`config.mk`:
```
export PLATFORM = sky130hd
export DESIGN_NAME = clock_alarm_ctrl
export DESIGN_NICKNAME = d
export VERILOG_FILES = /design/src/rtl/clock_alarm_pkg.sv /design/src/rtl/bcd2_counter.sv /design/src/rtl/clock_alarm_ctrl.sv
export SDC_FILE = /design/constraint.sdc
export NUM_CORES = 1
export LEC_CHECK = 0
export CORE_ASPECT_RATIO = 1.25
export CORE_MARGIN = 2
export CORE_UTILIZATION = 35
export DETAILED_ROUTE_END_ITERATION = 10
export PLACE_DENSITY_LB_ADDON = 0.12
export SYNTH_ARGS = -nofsm -noshare
export SYNTH_HDL_FRONTEND = slang
export SYNTH_SLANG_ARGS = --single-unit
```
`constraint.sdc`:
```
create_clock -name clk -period 8.55 [get_ports clk]
set_clock_uncertainty 0.15 [all_clocks]
set_input_delay 2.1375 -clock clk [delete_from_list [all_inputs] [get_ports clk]]
set_output_delay 2.1375 -clock clk [all_outputs]
set_load 0.005 [all_outputs]
```
`src/rtl/clock_alarm_pkg.sv`:
```
// rtl/clock_alarm_pkg.sv - shared state encoding, BCD limits and reset constants for the alarm clock
// Mode codes double as state encoding; ST_SNOOZE exists only with CLOCK_ALARM_SNOOZE_EN.
package clock_alarm_pkg;

  localparam logic [2:0] ST_SHOW_TIME    = 3'd0;
  localparam logic [2:0] ST_SET_HOUR     = 3'd1;
  localparam logic [2:0] ST_SET_MIN      = 3'd2;
  localparam logic [2:0] ST_SET_ALM_HOUR = 3'd3;
  localparam logic [2:0] ST_SET_ALM_MIN  = 3'd4;
  localparam logic [2:0] ST_RING         = 3'd5;
  localparam logic [2:0] ST_SNOOZE       = 3'd6;

  localparam logic [7:0]  BLANK_BYTE   = 8'hFF;
  localparam logic [7:0]  BCD_MAX_HH   = 8'h23;
  localparam logic [7:0]  BCD_MAX_MM   = 8'h59;
  localparam logic [7:0]  RST_BCD_ZERO = 8'h00;
  localparam logic [31:0] RST_DISPLAY  = 32'h0000_0000;

  function automatic logic is_set_state(input logic [2:0] s);
    return (s >= ST_SET_HOUR) && (s <= ST_SET_ALM_MIN);
  endfunction

endpackage

```
`src/rtl/bcd2_counter.sv`:
```
// rtl/bcd2_counter.sv - two-digit BCD counter wrapping at MAX, with clear and wrap pulse
// o_q_nxt exposes the next value so the parent can register derived outputs in the same edge.
module bcd2_counter
  import clock_alarm_pkg::*;
#(
  parameter logic [7:0] MAX = BCD_MAX_MM,
  parameter logic [7:0] RST = RST_BCD_ZERO
) (
  input  logic       clk,
  input  logic       Nreset,
  input  logic       inc,
  input  logic       clr,
  output logic [7:0] o_q,
  output logic [7:0] o_q_nxt,
  output logic       wrap
);

  logic [7:0] r_q;
  logic [7:0] w_step;

  always_comb begin
    if (r_q == MAX) begin
      w_step = 8'h00;
    end else if (r_q[3:0] == 4'd9) begin
      w_step = {r_q[7:4] + 4'd1, 4'd0};
    end else begin
      w_step = {r_q[7:4], r_q[3:0] + 4'd1};
    end
  end

  always_comb begin
    if (clr) begin
      o_q_nxt = 8'h00;
    end else if (inc) begin
      o_q_nxt = w_step;
    end else begin
      o_q_nxt = r_q;
    end
  end

  assign wrap = inc & (r_q == MAX);
  assign o_q  = r_q;

  always_ff @(posedge clk or negedge Nreset) begin
    if (!Nreset) begin
      r_q <= RST;
    end else begin
      r_q <= o_q_nxt;
    end
  end

endmodule

```
`src/rtl/clock_alarm_ctrl.sv`:
```
// rtl/clock_alarm_ctrl.sv - wall clock / alarm mode controller with registered display word
// Optional snooze state enabled by defining CLOCK_ALARM_SNOOZE_EN.
module clock_alarm_ctrl
  import clock_alarm_pkg::*;
#(
  parameter int         RING_SECS   = 60,
  parameter int         SNOOZE_SECS = 300,
  parameter logic [7:0] ALM_RST_HH  = 8'h07
) (
  input  logic        clk,
  input  logic        Nreset,
  input  logic        tick_1hz,
  input  logic        mode_p,
  input  logic        up_p,
  output logic [31:0] to_display,
  output logic        buzzer,
  output logic        alm_en
);

  localparam logic [7:0] RING_LOAD   = 8'(RING_SECS);
  localparam logic [9:0] SNOOZE_LOAD = 10'(SNOOZE_SECS);

  logic [2:0]  r_state, w_state_nxt;
  logic        r_alm_en, w_alm_en_nxt;
  logic        r_blink, w_blink_nxt;
  logic        r_buzzer;
  logic [7:0]  r_ring_cnt, w_ring_cnt_nxt;
  logic [31:0] r_disp, w_disp_nxt;

  logic [7:0] w_hr_q, w_hr_nxt, w_min_q, w_min_nxt, w_sec_q, w_sec_nxt;
  logic [7:0] w_ahr_q, w_ahr_nxt, w_amin_q, w_amin_nxt;
  logic       w_sec_wrap, w_min_wrap;
  logic [2:0] w_unused_wrap;
  logic [7:0] w_hh, w_mm, w_ss;

  // The clock stands still while its own fields are being edited.
  logic w_keep, w_up, w_sec_clr, w_sec_inc, w_min_inc, w_hr_inc, w_ahr_inc, w_amin_inc, w_match;
  assign w_keep     = tick_1hz & (r_state != ST_SET_HOUR) & (r_state != ST_SET_MIN);
  assign w_up       = up_p & ~mode_p;
  assign w_sec_clr  = (r_state == ST_SHOW_TIME) & mode_p;
  assign w_sec_inc  = w_keep;
  assign w_min_inc  = (w_keep & w_sec_wrap) | ((r_state == ST_SET_MIN) & w_up);
  assign w_hr_inc   = (w_keep & w_sec_wrap & w_min_wrap) | ((r_state == ST_SET_HOUR) & w_up);
  assign w_ahr_inc  = (r_state == ST_SET_ALM_HOUR) & w_up;
  assign w_amin_inc = (r_state == ST_SET_ALM_MIN) & w_up;

  bcd2_counter #(.MAX(BCD_MAX_MM), .RST(RST_BCD_ZERO)) u_sec (
    .clk(clk), .Nreset(Nreset), .inc(w_sec_inc), .clr(w_sec_clr),
    .o_q(w_sec_q), .o_q_nxt(w_sec_nxt), .wrap(w_sec_wrap));
  bcd2_counter #(.MAX(BCD_MAX_MM), .RST(RST_BCD_ZERO)) u_min (
    .clk(clk), .Nreset(Nreset), .inc(w_min_inc), .clr(1'b0),
    .o_q(w_min_q), .o_q_nxt(w_min_nxt), .wrap(w_min_wrap));
  bcd2_counter #(.MAX(BCD_MAX_HH), .RST(RST_BCD_ZERO)) u_hr (
    .clk(clk), .Nreset(Nreset), .inc(w_hr_inc), .clr(1'b0),
    .o_q(w_hr_q), .o_q_nxt(w_hr_nxt), .wrap(w_unused_wrap[2]));
  bcd2_counter #(.MAX(BCD_MAX_HH), .RST(ALM_RST_HH)) u_alm_hr (
    .clk(clk), .Nreset(Nreset), .inc(w_ahr_inc), .clr(1'b0),
    .o_q(w_ahr_q), .o_q_nxt(w_ahr_nxt), .wrap(w_unused_wrap[1]));
  bcd2_counter #(.MAX(BCD_MAX_MM), .RST(RST_BCD_ZERO)) u_alm_min (
    .clk(clk), .Nreset(Nreset), .inc(w_amin_inc), .clr(1'b0),
    .o_q(w_amin_q), .o_q_nxt(w_amin_nxt), .wrap(w_unused_wrap[0]));

  // Match is judged on the post-tick time but the pre-edge arming bit.
  assign w_match = (r_state == ST_SHOW_TIME) & r_alm_en & tick_1hz & ~mode_p &
                   (w_hr_nxt == w_ahr_q) & (w_min_nxt == w_amin_q) & (w_sec_nxt == 8'h00);

`ifdef CLOCK_ALARM_SNOOZE_EN
  logic [9:0] r_snz_cnt, w_snz_cnt_nxt;
`else
  logic w_unused_snooze;
  assign w_unused_snooze = ^SNOOZE_LOAD;
`endif

  always_comb begin
    w_state_nxt    = r_state;
    w_alm_en_nxt   = r_alm_en;
    w_ring_cnt_nxt = r_ring_cnt;
`ifdef CLOCK_ALARM_SNOOZE_EN
    w_snz_cnt_nxt  = r_snz_cnt;
`endif
    case (r_state)
      ST_SHOW_TIME: begin
        if (mode_p) begin
          w_state_nxt = ST_SET_HOUR;
        end else begin
          if (up_p) w_alm_en_nxt = ~r_alm_en;
          if (w_match) begin
            w_state_nxt    = ST_RING;
            w_ring_cnt_nxt = RING_LOAD;
          end
        end
      end
      ST_SET_HOUR:     if (mode_p) w_state_nxt = ST_SET_MIN;
      ST_SET_MIN:      if (mode_p) w_state_nxt = ST_SET_ALM_HOUR;
      ST_SET_ALM_HOUR: if (mode_p) w_state_nxt = ST_SET_ALM_MIN;
      ST_SET_ALM_MIN:  if (mode_p) w_state_nxt = ST_SHOW_TIME;
      ST_RING: begin
`ifdef CLOCK_ALARM_SNOOZE_EN
        if (mode_p) begin
          w_state_nxt = ST_SHOW_TIME;
        end else if (up_p) begin
          w_state_nxt   = ST_SNOOZE;
          w_snz_cnt_nxt = SNOOZE_LOAD;
        end else if (tick_1hz) begin
`else
        if (mode_p | up_p) begin
          w_state_nxt = ST_SHOW_TIME;
        end else if (tick_1hz) begin
`endif
          if (r_ring_cnt <= 8'd1) begin
            w_state_nxt    = ST_SHOW_TIME;
            w_ring_cnt_nxt = 8'd0;
          end else begin
            w_ring_cnt_nxt = r_ring_cnt - 8'd1;
          end
        end
      end
`ifdef CLOCK_ALARM_SNOOZE_EN
      ST_SNOOZE: begin
        if (mode_p) begin
          w_state_nxt = ST_SHOW_TIME;
        end else if (tick_1hz) begin
          if (r_snz_cnt <= 10'd1) begin
            w_state_nxt    = ST_RING;
            w_snz_cnt_nxt  = 10'd0;
            w_ring_cnt_nxt = RING_LOAD;
          end else begin
            w_snz_cnt_nxt = r_snz_cnt - 10'd1;
          end
        end
      end
`endif
      default: w_state_nxt = ST_SHOW_TIME;
    endcase
  end

  assign w_blink_nxt = (!is_set_state(w_state_nxt) || (w_state_nxt != r_state)) ? 1'b0 :
                       (tick_1hz ? ~r_blink : r_blink);

  always_comb begin
    w_hh = w_hr_nxt;
    w_mm = w_min_nxt;
    w_ss = w_sec_nxt;
    if ((w_state_nxt == ST_SET_ALM_HOUR) || (w_state_nxt == ST_SET_ALM_MIN)) begin
      w_hh = w_ahr_nxt;
      w_mm = w_amin_nxt;
      w_ss = 8'h00;
    end
    if (w_blink_nxt) begin
      if ((w_state_nxt == ST_SET_HOUR) || (w_state_nxt == ST_SET_ALM_HOUR)) w_hh = BLANK_BYTE;
      if ((w_state_nxt == ST_SET_MIN) || (w_state_nxt == ST_SET_ALM_MIN)) w_mm = BLANK_BYTE;
    end
    w_disp_nxt = {w_hh, w_mm, w_ss, 1'b0, w_state_nxt, 3'b000, w_alm_en_nxt};
  end

  always_ff @(posedge clk or negedge Nreset) begin
    if (!Nreset) begin
      r_state    <= ST_SHOW_TIME;
      r_alm_en   <= 1'b0;
      r_blink    <= 1'b0;
      r_buzzer   <= 1'b0;
      r_ring_cnt <= 8'd0;
      r_disp     <= RST_DISPLAY;
    end else begin
      r_state    <= w_state_nxt;
      r_alm_en   <= w_alm_en_nxt;
      r_blink    <= w_blink_nxt;
      r_buzzer   <= (w_state_nxt == ST_RING);
      r_ring_cnt <= w_ring_cnt_nxt;
      r_disp     <= w_disp_nxt;
    end
  end

`ifdef CLOCK_ALARM_SNOOZE_EN
  always_ff @(posedge clk or negedge Nreset) begin
    if (!Nreset) begin
      r_snz_cnt <= 10'd0;
    end else begin
      r_snz_cnt <= w_snz_cnt_nxt;
    end
  end
`endif

  assign to_display = r_disp;
  assign buzzer     = r_buzzer;
  assign alm_en     = r_alm_en;

endmodule

```
# Word level (Yosys, flattened, before mapping)
# Cells that the tools add are included.
# totals
regBits,82
input_bits,5
output_inout_bits,34
word_cells,132
# classes
addsub,11
n_lt_le_gt_ge,3
n_eq_ne,29
mux,44
bitwise,24
n_reduce_logical,10
# ops
operator,count
8-bit 2-to-1 mux,28
4-bit by 1-bit adder with 4-bit output (second input constant),10
3-bit 2-to-1 mux,9
8-bit by 7-bit == test with 1-bit output (second input constant),3
4-bit == test (second input constant),5
1-bit bitwise AND,18
3-bit one-hot mux with 6 select lines,1
8-bit by 6-bit == test with 1-bit output (second input constant),2
8-bit == test,2
8-bit one-hot mux with 2 select lines,1
3-bit by 2-bit == test with 1-bit output (second input constant),4
3-bit == test (second input constant),4
8-bit by 1-bit <= comparator with 1-bit output (second input constant),1
8-bit zero test,1
2-bit != test (second input constant),4
8-bit by 1-bit subtractor with 8-bit output (second input constant),1
3-bit by 1-bit == test with 1-bit output (second input constant),2
1-bit 2-to-1 mux,5
5-bit AND reduction,1
1-bit logical OR,4
3-bit by 1-bit greater-or-equal comparator with 1-bit output (second input constant),1
3-bit <= comparator (second input constant),1
3-bit zero test,1
3-bit by 1-bit != test with 1-bit output (second input constant),1
7 further kinds,11

# Depth between registers and ports, before layout
# depth
depth_word,23
ltp_mapped,15
mapped_depth_nobuf,12

# By module
# A second synthesis with hierarchy kept.
# unflattened
hier_cells,447
area_unflattened_um2,4410.5
# by_module_without_submodules
module,n_inst,cells_each,area_each_um2,seq_area_each_um2
clock_alarm_ctrl,1,227,2094.5,950.9
bcd2_counter at u_alm_min ...,2,44,464.2,200.2
bcd2_counter at u_alm_hr,1,45,465.4,203.9
bcd2_counter at u_hr,1,45,461.7,200.2
bcd2_counter at u_min,1,42,460.4,200.2

# Worst setup path before layout
# Ideal clock, no wire load.
# synth_path
path_kind,input to register
start,input tick_1hz
end,register r_ring_cnt[7]
setup_time_ns,0.101
arrival_time_ns,4.647
required_time_ns,8.299
slack_ns,3.653
path_stages,10
path_buffers,2
cell_sequence,buf_2 > o2111ai_4 > buf_4 > a211oi_1 > mux2i_1 > inv_1 > nor4_4 > a31oi_4 > or4_4 > o311ai_2
# synth_via
elab_chain_len,15
word_cells_on_any_way,23
cone_classes,4 x eq/ne; 4 x mux; 13 x bitwise; 2 x reduce/logical
# synth_lines
item,line_no,text
start: declaration,clock_alarm_ctrl.sv:12,"input logic tick_1hz,"
1-bit bitwise AND (2 in series),clock_alarm_ctrl.sv:38,assign w_keep = tick_1hz & (r_state != ST_SET_HOUR) & (r_state != ST_SET_MIN);
1-bit bitwise AND,bcd2_counter.sv:41,assign wrap = inc & (r_q == MAX);
1-bit bitwise AND,"clock_alarm_ctrl.sv:42, clock_alarm_ctrl.sv:43",
1-bit OR,clock_alarm_ctrl.sv:42,assign w_min_inc = (w_keep & w_sec_wrap) | ((r_state == ST_SET_MIN) & w_up);
1-bit bitwise AND,bcd2_counter.sv:41,
1-bit bitwise AND,clock_alarm_ctrl.sv:43,assign w_hr_inc = (w_keep & w_sec_wrap & w_min_wrap) | ((r_state == ST_SET_HOUR) & w_up);
1-bit OR,clock_alarm_ctrl.sv:43,
8-bit 2-to-1 mux,bcd2_counter.sv:34,end else if (inc) begin
8-bit == test,clock_alarm_ctrl.sv:65,(w_hr_nxt == w_ahr_q) & (w_min_nxt == w_amin_q) & (w_sec_nxt == 8'h00);
1-bit bitwise AND,clock_alarm_ctrl.sv:64,assign w_match = (r_state == ST_SHOW_TIME) & r_alm_en & tick_1hz & ~mode_p &
1-bit bitwise AND (2 in series),clock_alarm_ctrl.sv:65,
2-bit != test (no line),--,
5-bit AND reduction (no line) (*),--,
end signal: assignment,clock_alarm_ctrl.sv:169,r_ring_cnt <= w_ring_cnt_nxt;
end: declaration,clock_alarm_ctrl.sv:27,"logic [7:0] r_ring_cnt, w_ring_cnt_nxt;"
# Mark *: on every way between the ends. The rest lies on a longest branch, timed or not.
# A chain may end at the register's enable or synchronous reset.

# Worst setup path in the final report
# layout_path
start,input mode_p
end,register r_ring_cnt[7]
# layout_via
elab_chain_len,14
word_cells_on_any_way,24
cone_classes,5 x eq/ne; 3 x mux; 14 x bitwise; 2 x reduce/logical
# layout_lines
item,line_no,text
start: declaration,clock_alarm_ctrl.sv:13,"input logic mode_p,"
1-bit NOT,"clock_alarm_ctrl.sv:39, clock_alarm_ctrl.sv:64",
1-bit bitwise AND,clock_alarm_ctrl.sv:39,assign w_up = up_p & ~mode_p;
1-bit bitwise AND,clock_alarm_ctrl.sv:42,
1-bit OR,clock_alarm_ctrl.sv:42,
1-bit bitwise AND,bcd2_counter.sv:41,
1-bit bitwise AND,clock_alarm_ctrl.sv:43,
1-bit OR,clock_alarm_ctrl.sv:43,
8-bit 2-to-1 mux,bcd2_counter.sv:34,
8-bit == test,clock_alarm_ctrl.sv:65,
1-bit bitwise AND,clock_alarm_ctrl.sv:64,
1-bit bitwise AND (2 in series),clock_alarm_ctrl.sv:65,
2-bit != test (no line),--,
5-bit AND reduction (no line) (*),--,
# Marks and branches as above.

==> reports/summary.log <==
INFO  outcome        outcome=finished clean
INFO  global_route   wire_length_of_the_first_global_routing_pass=23200um
INFO  logic_synthesis compound_gate_portion_of_the_synthesized_area=0.192
INFO  logic_synthesis synth_async_sr_flop_share=1.00
INFO  route          detail_route.iter0.violations=350
INFO  critical_path  r2r_cells=10
INFO  cts            cts_made_buffers=9
INFO  logic_synthesis synth_simple_gate_area_share=0.251
INFO  cts            tritoncts=yes
INFO  global_route   first_global_vias=4290
INFO  cells_and_area drive_above_1_share=0.0961
INFO  place          dp_cells=755
INFO  timing         max_clock_freq=0.171GHz
INFO  timing         worstMarginPinSlew=1.17ns
INFO  critical_path  worstSetupEndpoint=r_ring_cnt[7]$_DFFE_PN0P_
INFO  timing         final-hold-violation-count=0
INFO  logic_synthesis synth.yosys.seq_area_share=0.380
INFO  route          drt_first_pass_iters=5
INFO  cells_and_area layout.core_utilization=0.403
INFO  cells_and_area layout.filler_cells=1432
INFO  logic_synthesis synthFlopType=sky130_fd_sc_hd__dfrtp_1
INFO  timing         grt_setup_unrepaired=false
INFO  cts            cts_root_buffer=sky130_fd_sc_hd__clkbuf_16
INFO  critical_path  regToRegSetupSlack=4.43ns
INFO  run            max_cap_viol_count=0
INFO  cells_and_area synthesis_to_layout_area_growth=12.9%
INFO  logic_synthesis ys_ff_latch=78
INFO  route          detailroute.wirelength.met2=6870um
INFO  timing         min_period_over_period=0.685
INFO  global_route   grt_start_max_net_pins=79
INFO  logic_synthesis postSynthAreaPerCell=9.04um2
INFO  floorplan      i_o_pin_total=39
INFO  critical_path  critical_path_class=in2reg
INFO  critical_path  crit_required=8.65ns
INFO  timing         finalSetupViolations=0
INFO  cells_and_area design.final.nets=615
INFO  global_route   grt_use_total=0.190
INFO  floorplan      fp.dieArea=15700um2
INFO  pwr            power.ir.vdd_worst=122uV
INFO  pwr            power.density_cell_area=303nW/um2
INFO  cts            clk-insertion-delay-late=0.35ns
INFO  critical_path  top_fanout_value_on_the_critical_path=14
INFO  route          avg_vias_per_cell=5.71
INFO  route          top_layer=met4
INFO  timing         setup_tns=0ns
INFO  cells_and_area insertedDiodeCount=0
INFO  logic_synthesis synth_enable_flop_cells=0
INFO  cts            cts_resized=0
INFO  floorplan      die_height=140um
INFO  critical_path  end_kind=register
INFO  floorplan      initial_core_util=0.357
INFO  cells_and_area finalNonFillerCells=771
INFO  timing         final_period_minus_worst_setup_slack=5.86ns
INFO  logic_synthesis largest_family_of_logic_cells_by_synthesized_area=simple AND/OR/NAND/NOR gates
INFO  route          wl_met1=6540um
INFO  timing         hold-worst-slack=0.381ns
INFO  pwr            total_power=0.00176W
INFO  logic_synthesis syn_area=5140um2
INFO  logic_synthesis yosysWarnings=0
INFO  timing         final_max_slew_viol_count=0
INFO  cts            cts_buffer_depth=2
INFO  cts            post_cts_hold_buffer_count=0
INFO  cts            cts-htree-levels=3
INFO  floorplan      standard_cell_core_area=14400um2
INFO  place          count_of_input_and_output_buffers=34
INFO  route          postRouteWirelength=14500um
INFO  route          post_route_ant_nets=0
INFO  cells_and_area layout_common_cells=sky130_fd_sc_hd__dfrtp_1 (75), sky130_fd_sc_hd__nor2_1 (65), sky130_fd_sc_hd__nand2_1 (48)
INFO  route          routed_wire_length_per_instance=18.8um
INFO  pwr            power.static_leakage=2.45nW
INFO  place          dpl_hpwl=10600um
INFO  route          drc=0
INFO  logic_synthesis synthAdderAreaFrac=0.0535
INFO  route          dr_total_vias=4405
INFO  timing         worst_slew_margin_rel=0.216
INFO  critical_path  setup.worst_path.start_class=input pin
INFO  logic_synthesis synthDistinctLibCells=86
INFO  floorplan      rows=49
INFO  cells_and_area layout_commonest_cell=sky130_fd_sc_hd__dfrtp_1
INFO  route          wl_met3=633um
INFO  cts            clk_pin_slew_worst_paths=0.06ns
INFO  floorplan      overall_die_width=112um
INFO  critical_path  worstReg2RegEnd=r_ring_cnt[7]$_DFFE_PN0P_
INFO  worst_hold_path hold_path_class=reg2reg
INFO  place          gp_congestion=0.975
INFO  logic_synthesis synth_xor_xnor_area_share=0.0411
INFO  cts            setup_repair_bufs_after_cts=0
INFO  global_route   grt_antenna_before_repair=0
INFO  critical_path  reg2reg_from=u_sec.o_q[0]$_DFF_PN0_
INFO  logic_synthesis synthCells=569
INFO  global_route   gr-total-overflow=0
INFO  cts            cts_num_sinks=78
INFO  critical_path  worst_setup_startpoint=mode_p
INFO  critical_path  worst-endpoint-arrival=5.96ns
INFO  logic_synthesis post_synth_mux_area_share=0.0212
-- cells by family after synthesis --
kind of cell / count (synthesis)
muxes: 10
AOI/OAI and AO/OA: 136
and+or+nand+nor: 240
adders and majority gates: 22
other: 1
xor gates and xnor gates: 22
DFF: 78
buffers and inverters: 60
-- state kept, by name, summed over array words and instances, names as in the netlist --
register and cells:
r_ring_cnt 8, r_state 2, to_display 26, buzzer 1
u_sec.o_q 8, u_hr.o_q 8, u_alm_min.o_q 8, u_alm_hr.o_q 8
u_min.o_q 8, r_blink 1
-- final cells by class --
| type | count | area [um2] | area share |
|---|---|---|---|
| multi-input combinational | 434 | 2890 | 0.498 |
| sequential | 78 | 1960 | 0.337 |
| timing repair buffer | 35 | 345 | 0.0595 |
| clock buffer | 13 | 260 | 0.0448 |
| tap | 178 | 223 | 0.0384 |
| inverter | 30 | 113 | 0.0194 |
| clock inverter | 3 | 18.8 | 0.00323 |
-- through the flow --
stage               area (um2)  setup slack (ns)
floorplan                 5150              3.65
global placement          5530              2.51
detailed placement        5530              2.34
CTS                       5810              2.69
global route              5810              2.44
finish                    5810              2.69
-- worst min path at each step --
stage / from / endpoint / slack, ns / cells after the start
floorplan: r_ring_cnt[6]$_DFFE_PN0P_ / r_ring_cnt[6]$_DFFE_PN0P_ / 0.32 / 2
global placement: r_ring_cnt[6]$_DFFE_PN0P_ / r_ring_cnt[6]$_DFFE_PN0P_ / 0.37 / 2
detailed placement: r_ring_cnt[6]$_DFFE_PN0P_ / r_ring_cnt[6]$_DFFE_PN0P_ / 0.37 / 2
CTS: r_ring_cnt[6]$_DFFE_PN0P_ / r_ring_cnt[6]$_DFFE_PN0P_ / 0.38 / 2
global route: r_ring_cnt[5]$_DFFE_PN0P_ / r_ring_cnt[5]$_DFFE_PN0P_ / 0.41 / 2
finish: r_ring_cnt[6]$_DFFE_PN0P_ / r_ring_cnt[6]$_DFFE_PN0P_ / 0.38 / 2
-- critical path: stages --
cell	delay, ns
sky130_fd_sc_hd__clkdlybuf4s50_1	0.82
sky130_fd_sc_hd__nor4b_4	0.68
sky130_fd_sc_hd__a211oi_1	0.13
sky130_fd_sc_hd__a211oi_1	0.63
sky130_fd_sc_hd__o31a_1	0.24
sky130_fd_sc_hd__and4b_1	0.19
sky130_fd_sc_hd__and4b_1	0.24
sky130_fd_sc_hd__a31oi_4	0.15
sky130_fd_sc_hd__or4_4	0.52
sky130_fd_sc_hd__o311ai_2	0.22
-- power by group --
group / total [W] / switching [W] / internal, W
Sequential: 0.000627 / 0.000145 / 0.000482
Combinational: 0.000767 / 0.000438 / 0.000330
Clock: 0.000365 / 0.000153 / 0.000212
Total: 0.00176 / 0.000736 / 0.00102
-- routing by layer --
| layer | global-route usage | vias up |
|---|---|---|
| met5 | 0 | - |
| met4 | 0.0841 | 0 |
| met3 | 0.0383 | 38 |
| met2 | 0.304 | 141 |
| met1 | 0.249 | 2140 |
| li1 | - | 2086 |
-- synthesized netlist by cell type, types with 3 or more instances --
library cell / count / area (um2)
sky130_fd_sc_hd__dfrtp_1: 75 / 1880
sky130_fd_sc_hd__nor2_1: 65 / 244
sky130_fd_sc_hd__nand2_1: 48 / 180
sky130_fd_sc_hd__o21ai_0: 44 / 220
sky130_fd_sc_hd__inv_1: 29 / 109
sky130_fd_sc_hd__nand3_1: 25 / 125
sky130_fd_sc_hd__ha_1: 22 / 275
sky130_fd_sc_hd__nor3_1: 17 / 85.1
sky130_fd_sc_hd__a21oi_1: 13 / 65.1
sky130_fd_sc_hd__xnor2_1: 12 / 105
sky130_fd_sc_hd__a31oi_1: 11 / 68.8
sky130_fd_sc_hd__buf_4: 10 / 75.1
sky130_fd_sc_hd__clkbuf_1: 9 / 33.8
sky130_fd_sc_hd__xor2_1: 9 / 78.8
sky130_fd_sc_hd__nand2b_1: 7 / 43.8
sky130_fd_sc_hd__nand4_1: 7 / 43.8
sky130_fd_sc_hd__nor4_1: 7 / 43.8
sky130_fd_sc_hd__a211oi_1: 6 / 45.0
sky130_fd_sc_hd__and2_1: 6 / 37.5
sky130_fd_sc_hd__mux2i_1: 6 / 60.1
sky130_fd_sc_hd__nor2b_1: 6 / 37.5
sky130_fd_sc_hd__o211ai_1: 6 / 45.0
sky130_fd_sc_hd__o31ai_1: 6 / 45.0
sky130_fd_sc_hd__and3b_1: 5 / 43.8
sky130_fd_sc_hd__buf_2: 5 / 25.0
sky130_fd_sc_hd__buf_6: 5 / 56.3
sky130_fd_sc_hd__nand3b_1: 5 / 37.5
sky130_fd_sc_hd__or2_2: 5 / 31.3
sky130_fd_sc_hd__or3_1: 5 / 31.3
sky130_fd_sc_hd__a21o_1: 4 / 30.0
sky130_fd_sc_hd__nor3b_1: 4 / 30.0
sky130_fd_sc_hd__o21ai_1: 4 / 20.0
sky130_fd_sc_hd__or4_1: 4 / 30.0
sky130_fd_sc_hd__a2111oi_2: 3 / 45.0
sky130_fd_sc_hd__a211oi_2: 3 / 37.5
sky130_fd_sc_hd__and4b_1: 3 / 30.0
sky130_fd_sc_hd__dfstp_2: 3 / 78.8
sky130_fd_sc_hd__o2111ai_1: 3 / 26.3
sky130_fd_sc_hd__o221ai_1: 3 / 26.3
sky130_fd_sc_hd__o31a_1: 3 / 26.3
sky130_fd_sc_hd__o32ai_1: 3 / 26.3
(Power assumes the default switching activity.)
